<file path="config.mk">
export PLATFORM = sky130hd
export DESIGN_NAME = uart_frame_sender
export DESIGN_NICKNAME = d
export VERILOG_FILES = /design/src/rtl/uart_frame_sender.sv
export SDC_FILE = /design/constraint.sdc
export NUM_CORES = 1
export LEC_CHECK = 0
export CORE_MARGIN = 2
export CORE_UTILIZATION = 56
export CTS_CLUSTER_DIAMETER = 80
export DETAILED_ROUTE_END_ITERATION = 16
export PLACE_DENSITY = 0.89
export SYNTH_ARGS = -nofsm -noshare
export SYNTH_HDL_FRONTEND = slang
export SYNTH_SLANG_ARGS = --single-unit
export TNS_END_PERCENT = 10
</file>
<file path="constraint.sdc">
create_clock -name iClk_100MHz -period 5.5 [get_ports iClk_100MHz]
set_input_delay 1.1 -clock iClk_100MHz [delete_from_list [all_inputs] [get_ports iClk_100MHz]]
set_output_delay 1.1 -clock iClk_100MHz [all_outputs]
set_load 0.02 [all_outputs]
</file>
<file path="src/rtl/uart_frame_sender.sv">
// Framed batch sender: SYNC0 SYNC1 LEN_hi LEN_lo SEQ payload[] CHK over uart_tx_core.
// Define UART_FRAME_CRC8_EN to use CRC-8 (poly 0x07) for CHK instead of the XOR checksum.
module uart_frame_sender #(
    parameter int         BATCH_SIZE = 1000,
    parameter logic [7:0] SYNC0      = 8'hA5,
    parameter logic [7:0] SYNC1      = 8'h5A
) (
    input  logic        iClk_100MHz,
    input  logic        iRst,
    input  logic        iDone,
    output logic        oRdEn,
    output logic [31:0] oRdAddr,
    input  logic [7:0]  iRdData,
    output logic        oTxStart,
    output logic [7:0]  oTxData,
    input  logic        iTxBusy,
    output logic        oBusy,
    output logic        oFrameDone,
    output logic [7:0]  oSeq
);

    typedef enum logic [2:0] {
        S_IDLE, S_LOAD, S_RDWAIT, S_SEND, S_GUARD, S_WAIT, S_DONE
    } state_t;

    localparam logic [16:0] LAST_IDX = 17'(BATCH_SIZE + 5);
    localparam logic [15:0] LEN      = 16'(BATCH_SIZE);

    function automatic logic [7:0] chk_next(input logic [7:0] c, input logic [7:0] d);
`ifdef UART_FRAME_CRC8_EN
        logic [7:0] r;
        r = c ^ d;
        for (int i = 0; i < 8; i++)
            r = r[7] ? ((r << 1) ^ 8'h07) : (r << 1);
        return r;
`else
        return c ^ d;
`endif
    endfunction

    state_t      r_state, w_next_state;
    logic [16:0] r_index;
    logic [7:0]  r_tx_data, r_chk, r_seq, r_frame_seq;
    logic        r_done_meta, r_done_sync, r_done_prev;
    logic        w_trigger, w_is_payload, w_fold;
    logic [7:0]  w_hdr_byte;

    assign w_trigger    = r_done_sync & ~r_done_prev;
    assign w_is_payload = (r_index >= 17'd5) && (r_index < LAST_IDX);
    assign w_fold       = (r_index >= 17'd2) && (r_index < LAST_IDX);

    always_comb begin
        case (r_index)
            17'd0:   w_hdr_byte = SYNC0;
            17'd1:   w_hdr_byte = SYNC1;
            17'd2:   w_hdr_byte = LEN[15:8];
            17'd3:   w_hdr_byte = LEN[7:0];
            17'd4:   w_hdr_byte = r_frame_seq;
            default: w_hdr_byte = r_chk;
        endcase
    end

    // NOTE: reset here is synchronous (sampled on the clock edge), matching the rest of this clock domain.
    always_ff @(posedge iClk_100MHz) begin
        if (iRst) begin
            // Synchroniser resets high so an iDone already high at reset is not seen as a new edge.
            r_done_meta <= 1'b1;
            r_done_sync <= 1'b1;
            r_done_prev <= 1'b1;
            r_state     <= S_IDLE;
        end else begin
            // NOTE: sequential state uses non-blocking assignments so every flop samples pre-edge values.
            r_done_meta <= iDone;
            r_done_sync <= r_done_meta;
            r_done_prev <= r_done_sync;
            r_state     <= w_next_state;
        end
    end

    // NOTE: every signal gets a default before the case, so no path can infer a latch.
    always_comb begin
        w_next_state = r_state;
        oRdEn        = 1'b0;
        oRdAddr      = '0;
        oTxStart     = 1'b0;
        oFrameDone   = 1'b0;
        oBusy        = (r_state != S_IDLE);
        case (r_state)
            S_IDLE:   if (w_trigger) w_next_state = S_LOAD;
            S_LOAD: begin
                if (w_is_payload) begin
                    oRdEn        = 1'b1;
                    oRdAddr      = 32'(r_index - 17'd5);
                    w_next_state = S_RDWAIT;
                end else begin
                    w_next_state = S_SEND;
                end
            end
            S_RDWAIT: w_next_state = S_SEND;
            S_SEND: begin
                oTxStart     = 1'b1;
                w_next_state = S_GUARD;
            end
            S_GUARD:  w_next_state = S_WAIT;
            S_WAIT: begin
                if (!iTxBusy)
                    w_next_state = (r_index == LAST_IDX) ? S_DONE : S_LOAD;
            end
            S_DONE: begin
                oFrameDone   = 1'b1;
                w_next_state = S_IDLE;
            end
            default:  w_next_state = S_IDLE;
        endcase
    end

    always_ff @(posedge iClk_100MHz) begin
        if (iRst) begin
            r_index     <= '0;
            r_tx_data   <= '0;
            r_chk       <= '0;
            r_seq       <= '0;
            r_frame_seq <= '0;
        end else begin
            case (r_state)
                S_IDLE: if (w_trigger) begin
                    r_frame_seq <= r_seq;
                    r_chk       <= '0;
                    r_index     <= '0;
                end
                S_LOAD:   if (!w_is_payload) r_tx_data <= w_hdr_byte;
                S_RDWAIT: r_tx_data <= iRdData;
                S_SEND:   if (w_fold) r_chk <= chk_next(r_chk, r_tx_data);
                S_WAIT:   if (!iTxBusy) r_index <= r_index + 17'd1;
                S_DONE:   r_seq <= r_seq + 8'd1;
                default: ;
            endcase
        end
    end

    assign oTxData = r_tx_data;
    assign oSeq    = r_seq;

endmodule

</file>
Word-level counts from Yosys, hierarchy flattened

Index checks and enable logic that the tools add are counted.

Register bits: 55
Bits of input ports: 12
Output and inout port bits: 52
Logic and storage cells: 66

Add/sub/neg operators: 3
$lt $le $gt $ge: 3
Eq/ne operators: 15
Mux-type cells: 20
Bitwise gates (word level): 3
Reduce and logical (&&, ||, !) cells: 13

Operators by type and width:

| operator                | number |
|---|---|
| $mux W32                | 2 |
| $pmux W8 S5             | 1 |
| $eq A17 B2 Y1 const B   | 2 |
| $mux W17                | 2 |
| $pmux W17 S2            | 1 |
| $pmux W8 S2             | 2 |
| $mux W8                 | 3 |
| $pmux W3 S6             | 1 |
| $sub A17 B3 Y18 const B | 1 |
| $add A17 B1 Y17 const B | 1 |
| $eq A17 B1 Y1 const B   | 1 |
| $eq A17 B10 Y1 const B  | 1 |
| $eq A17 B3 Y1 const B   | 1 |
| $ge A17 B2 Y1 const B   | 1 |
| $ge A17 B3 Y1 const B   | 1 |
| $logic_not A17 Y1       | 1 |
| $lt A17 B10 Y1 const B  | 1 |
| $eq A3 B3 Y1 const B    | 3 |
| $mux W3                 | 3 |
| $add A8 B1 Y8 const B   | 1 |
| $ne A2 B2 Y1 const B    | 4 |
| $xor A8 B8 Y8           | 1 |
| $eq A3 B2 Y1 const B    | 2 |
| $reduce_and A2 Y1       | 3 |
| 9 further kinds         | 17 |

Depth between registers and ports, before layout

Depth in word-level cells: 4
Gate-level depth with buffers: 9
Mapped depth without buffers: 7

Least setup slack after synthesis

OpenSTA, ideal clock, no wires.

Path type: register -> output
Start point: reg r_index[8]
End point: out oRdAddr[18]
Arrival: 2.870 ns
Data required time: 4.400 ns
Setup slack: 1.530 ns
Stages on the path, launching flop included: 9
Buffers on the path: 3
Path through: dfxtp_1 > buf_2 > or4_1 > nor3_1 > o211ai_1 > or3_1 > buf_2 > nor2_1 > buf_4

Longest elaborated chain between the ends: 4
Elaborated cells between the ends (all ways): 6
Classes of those cells: add/sub: 1; order compare: 2; mux: 2; reduce/logical: 1

RTL lines:

| what                                                   | RTL line | text |
|---|---|---|
| start, declared                                        | 42       | `logic [16:0] r_index;` |
| start signal, assigned                                 | 134      | `S_WAIT: if (!iTxBusy) r_index <= r_index + 17'd1;` |
| $ge A17 B3 Y1 / $lt A17 B10 Y1 (equally long branches) | 49       | `assign w_is_payload = (r_index >= 17'd5) && (r_index < LAST_IDX);` |
| $logic_and A1 B1 Y1                                    | 49       |  |
| $mux W32 (*)                                           | 91       | `if (w_is_payload) begin` |
| $mux W32 (*)                                           | 88       | `case (r_state)` |
| end, declared                                          | 12       | `output logic [31:0] oRdAddr,` |

Every way passes the cells marked *; elsewhere a longest branch is shown, timed or not.

Worst setup path in the final report

Start point: reg r_index[12]
End point: out oRdAddr[27]

The elaborated chain is that of the path after synthesis.

==> metrics.md <==
| Metric | Value |
|---|---|
| Outcome | `finished, final reports clean` |
| Vias per inst | `6.05` |
| Total track usage | `26.3%` |
| Clock Latency Late Sink | `0.32 ns` |
| Post-CTS resize count | `0` |
| Crit path time final | `5.03 ns` |
| Synth async-reset ratio | `0%` |
| First-pass GRT wire length | `13.6 mm` |
| Diodes inserted | `0` |
| Worst R2R Start | `r_state[1]` |
| Hold_sp | `r_done_meta` |
| Max-slew violations | `0` |
| Port-buffer cells | `63` |
| Initial Util | `58.5%` |
| Yosys reg bits | `55` |
| Setup Viol. Count Final | `0` |
| HPWL Detailed | `5.60 mm` |
| Core ar. | `5540 sq um` |
| Antenna viol nets, final | `0` |
| Num CTS Buffers | `5` |
| Largest buffer count on any clock path | `2` |
| GPL Wtd Cong | `0.882` |
| Worst vdd ir | `0.000180 V` |
| Worst path slowest cell | `clkdlybuf4s50_1` |
| Hold Path Class | `register to register` |
| Sink Count | `55` |
| Synth area leaders | `dfxtp_1, nor2_1, xor2_1` |
| Arr. time, crit path | `3.93 ns` |
| RSZ-0062 raised after global routing | `no` |
| CTS Hold Bufs | `0` |
| Clock-pin slew on the worst setup and hold paths | `0.10 ns` |
| Leftover overflow at the end of global routing | `0` |
| Sequential fraction of the synthesis area | `34.0%` |
| Post-DR wirelength/cell | `15.4 um` |
| Peak per-stage delay on the critical path | `0.74 ns` |
| Placed cell area | `3740 sq um` |
| Synth area leader | `dfxtp_1` |
| Die area | `6420 sq um` |
| CP Data Required Time | `4.40 ns` |
| DRC Markers | `0` |
| Yosys cell types | `52` |
| Max-cap violations | `0` |
| Post-Route Skew | `0.00747 ns` |
| Final period util | `91.5%` |
| CTS Root Cell | `clkbuf_8` |
| Total Nets Final | `463` |
| Routed WL | `7.99 mm` |
| Achievable Freq | `199 MHz` |
| Total Neg Setup Slack | `0 ns` |
| Iteration-0 DRC Markers | `252` |
| Met1 Wirelength | `3.42 mm` |
| Number of synthesized flops with an enable pin | `0` |
| Synth Cell Area | `3240 sq um` |
| Routed wl met2 | `3.82 mm` |
| Met3 routed WL | `511 um` |
| Mapped Cells | `419` |
| Yosys warnings | `0` |
| Vias in the first global route | `2916` |
| Row Count | `27` |
| # IOs | `64` |
| CP Cell Sequence | `or4_4, nor4_1, o211ai_1, or3_1, nor2_1, clkdlybuf4s50_1` |
| Post-synth top flop | `dfxtp_1` |
| Largest net degree at the start of global routing | `36` |
| Share of cells above drive strength 1 | `4.04%` |
| CP Launch Point | `r_index[12]` |
| H-Tree Depth | `2` |
| Highest routed metal layer | `met4` |
| Die extent in y | `80.1 um` |
| Final hold vios | `0` |
| Syn avg cell area | `7.74 sq um` |
| Via Count | `3134` |
| Drt pass-1 iters | `5` |
| Top cell type's share of synthesized area | `34.0%` |
| Crit end category | `primary output` |
| Initial antenna violation count | `0` |
| Post-Layout Inst Area | `3860 sq um` |
| Maximum fanout along the worst path | `19` |
| CTS tree | `done` |
| Syn nets | `437` |
| Die W | `80.1 um` |
| P_leak | `1.50 nW` |
| Critical Path Source Type | `register` |
| Relative slew slack | `29.8%` |
| Slew @ Worst Pin | `1.04 ns` |
| Area growth, synth to finish | `18.9%` |
| Setup CP Type | `register to primary output` |
| Pwr dens | `258 nW/um^2` |
| Post-CTS Setup Bufs | `0` |
[critical path, delay by kind of cell, from the launching register on]
family,cells,cell delay [ns]
AO/OA/AOI/OAI,1,0.20
buffers and inverters,1,0.74
flip-flops,1,0.37
AND/OR/NAND/NOR,4,2.30
[report_power, final]
| group | switching [mW] | internal, mW |
|---|---|---|
| Combinational | 0.147 | 0.101 |
| Sequential | 0.0418 | 0.426 |
| Clock | 0.139 | 0.138 |
| Total | 0.328 | 0.666 |
[registers in the layout, indices dropped and copies added (netlist names)]
| signal | flops |
|---|---|
| r_done_sync | 1 |
| r_state | 3 |
| r_done_prev | 1 |
| r_index | 17 |
| r_done_meta | 1 |
| oTxData | 8 |
| oSeq | 8 |
| r_chk | 8 |
| r_frame_seq | 8 |
[cell usage in the layout, fill, tap and decap left out, types with 2 or more instances in the layout]
cell	synthesis	routed
clkbuf_8	0	5
nor2_1	72	72
nor4_1	7	7
dfxtp_1	55	55
and4_1	3	3
or2_2	3	3
nand2_1	38	38
nand3_1	28	28
or4_1	5	5
a41o_1	8	8
o21ai_0	13	13
nand4_1	12	12
nor3_1	8	8
inv_1	9	9
and3_1	2	2
a21oi_1	18	18
o221ai_1	2	2
nor2b_1	4	4
or3_1	3	3
ha_1	6	6
a2111oi_4	2	2
a31oi_1	8	8
xor2_1	19	19
a32o_1	8	8
xnor2_1	10	10
clkdlybuf4s50_1	0	63
nand2b_1	5	5
mux2i_1	2	2
o211ai_1	2	2
o21a_1	2	2
[cell usage after synthesis (4+ instances only)]
| library cell | count |
|---|---|
| nand3_1 | 28 |
| nor3_1 | 8 |
| nand2_1 | 38 |
| clkbuf_1 | 21 |
| or4_1 | 5 |
| nor2_1 | 72 |
| a32o_1 | 8 |
| a31oi_1 | 8 |
| a41o_1 | 8 |
| nor4_1 | 7 |
| ha_1 | 6 |
| o21ai_0 | 13 |
| xnor2_1 | 10 |
| xor2_1 | 19 |
| nand2b_1 | 5 |
| inv_1 | 9 |
| a21oi_1 | 18 |
| buf_4 | 14 |
| buf_2 | 8 |
| nor2b_1 | 4 |
| nand4_1 | 12 |
| dfxtp_1 | 55 |
[routing by layer]
metal / up-vias / track usage [%]
li1: 1513 / -
met1: 1464 / 33.2
met5: - / 0
met4: 0 / 10.8
met2: 135 / 45.3
met3: 22 / 3.37
[through the flow]
| stage | hold slack [ns] | utilization (%) | power (mW) | cells | setup slack (ns) |
|---|---|---|---|---|---|
| 2_1_floorplan | 0.389 | - | 0.631 | 419 | 1.53 |
| 3_3_place_gp | 0.391 | 67.5 | 0.716 | 510 | 1.05 |
| 3_5_place_dp | 0.397 | 67.5 | 0.722 | 510 | 0.845 |
| 4_1_cts | 0.433 | 69.6 | 1.00 | 518 | 0.489 |
| 5_1_grt | 0.452 | 69.6 | 1.04 | 518 | 0.169 |
| 6_report | 0.424 | 69.6 | 0.994 | 518 | 0.466 |
[final cells by class]
cell class,count,area (sq um)
Clock buffer,5,68.8
Clock inverter,3,47.5
Fill cell,446,1680
Inverter,10,37.5
Multi-Input combinational cell,309,1870
Sequential cell,55,1100
Tap cell,72,90.1
Timing Repair Buffer,64,638
[worst paths after layout]
kind	slack, ns	endpoint	cells past startpoint
worst max-delay path	0.47	oRdAddr[27]	6
worst min-delay path	0.42	r_done_sync	1
worst max register to register	2.34	r_chk[3]	5
worst min register to register	0.42	r_done_sync	1
[cell families after synthesis]
logic type                 count (synthesis)  share of synthesized area (%)
muxes                                      2                          0.617
buffers and inverters                     55                           8.29
DFF                                       55                           34.0
adders and majority gates                  6                           2.31
AOI/OAI and AO/OA                         74                           17.6
and+or+nand+nor                          198                           29.4
xor gates and xnor gates                  29                           7.83
Note: power is estimated with default switching activity, not from simulation.
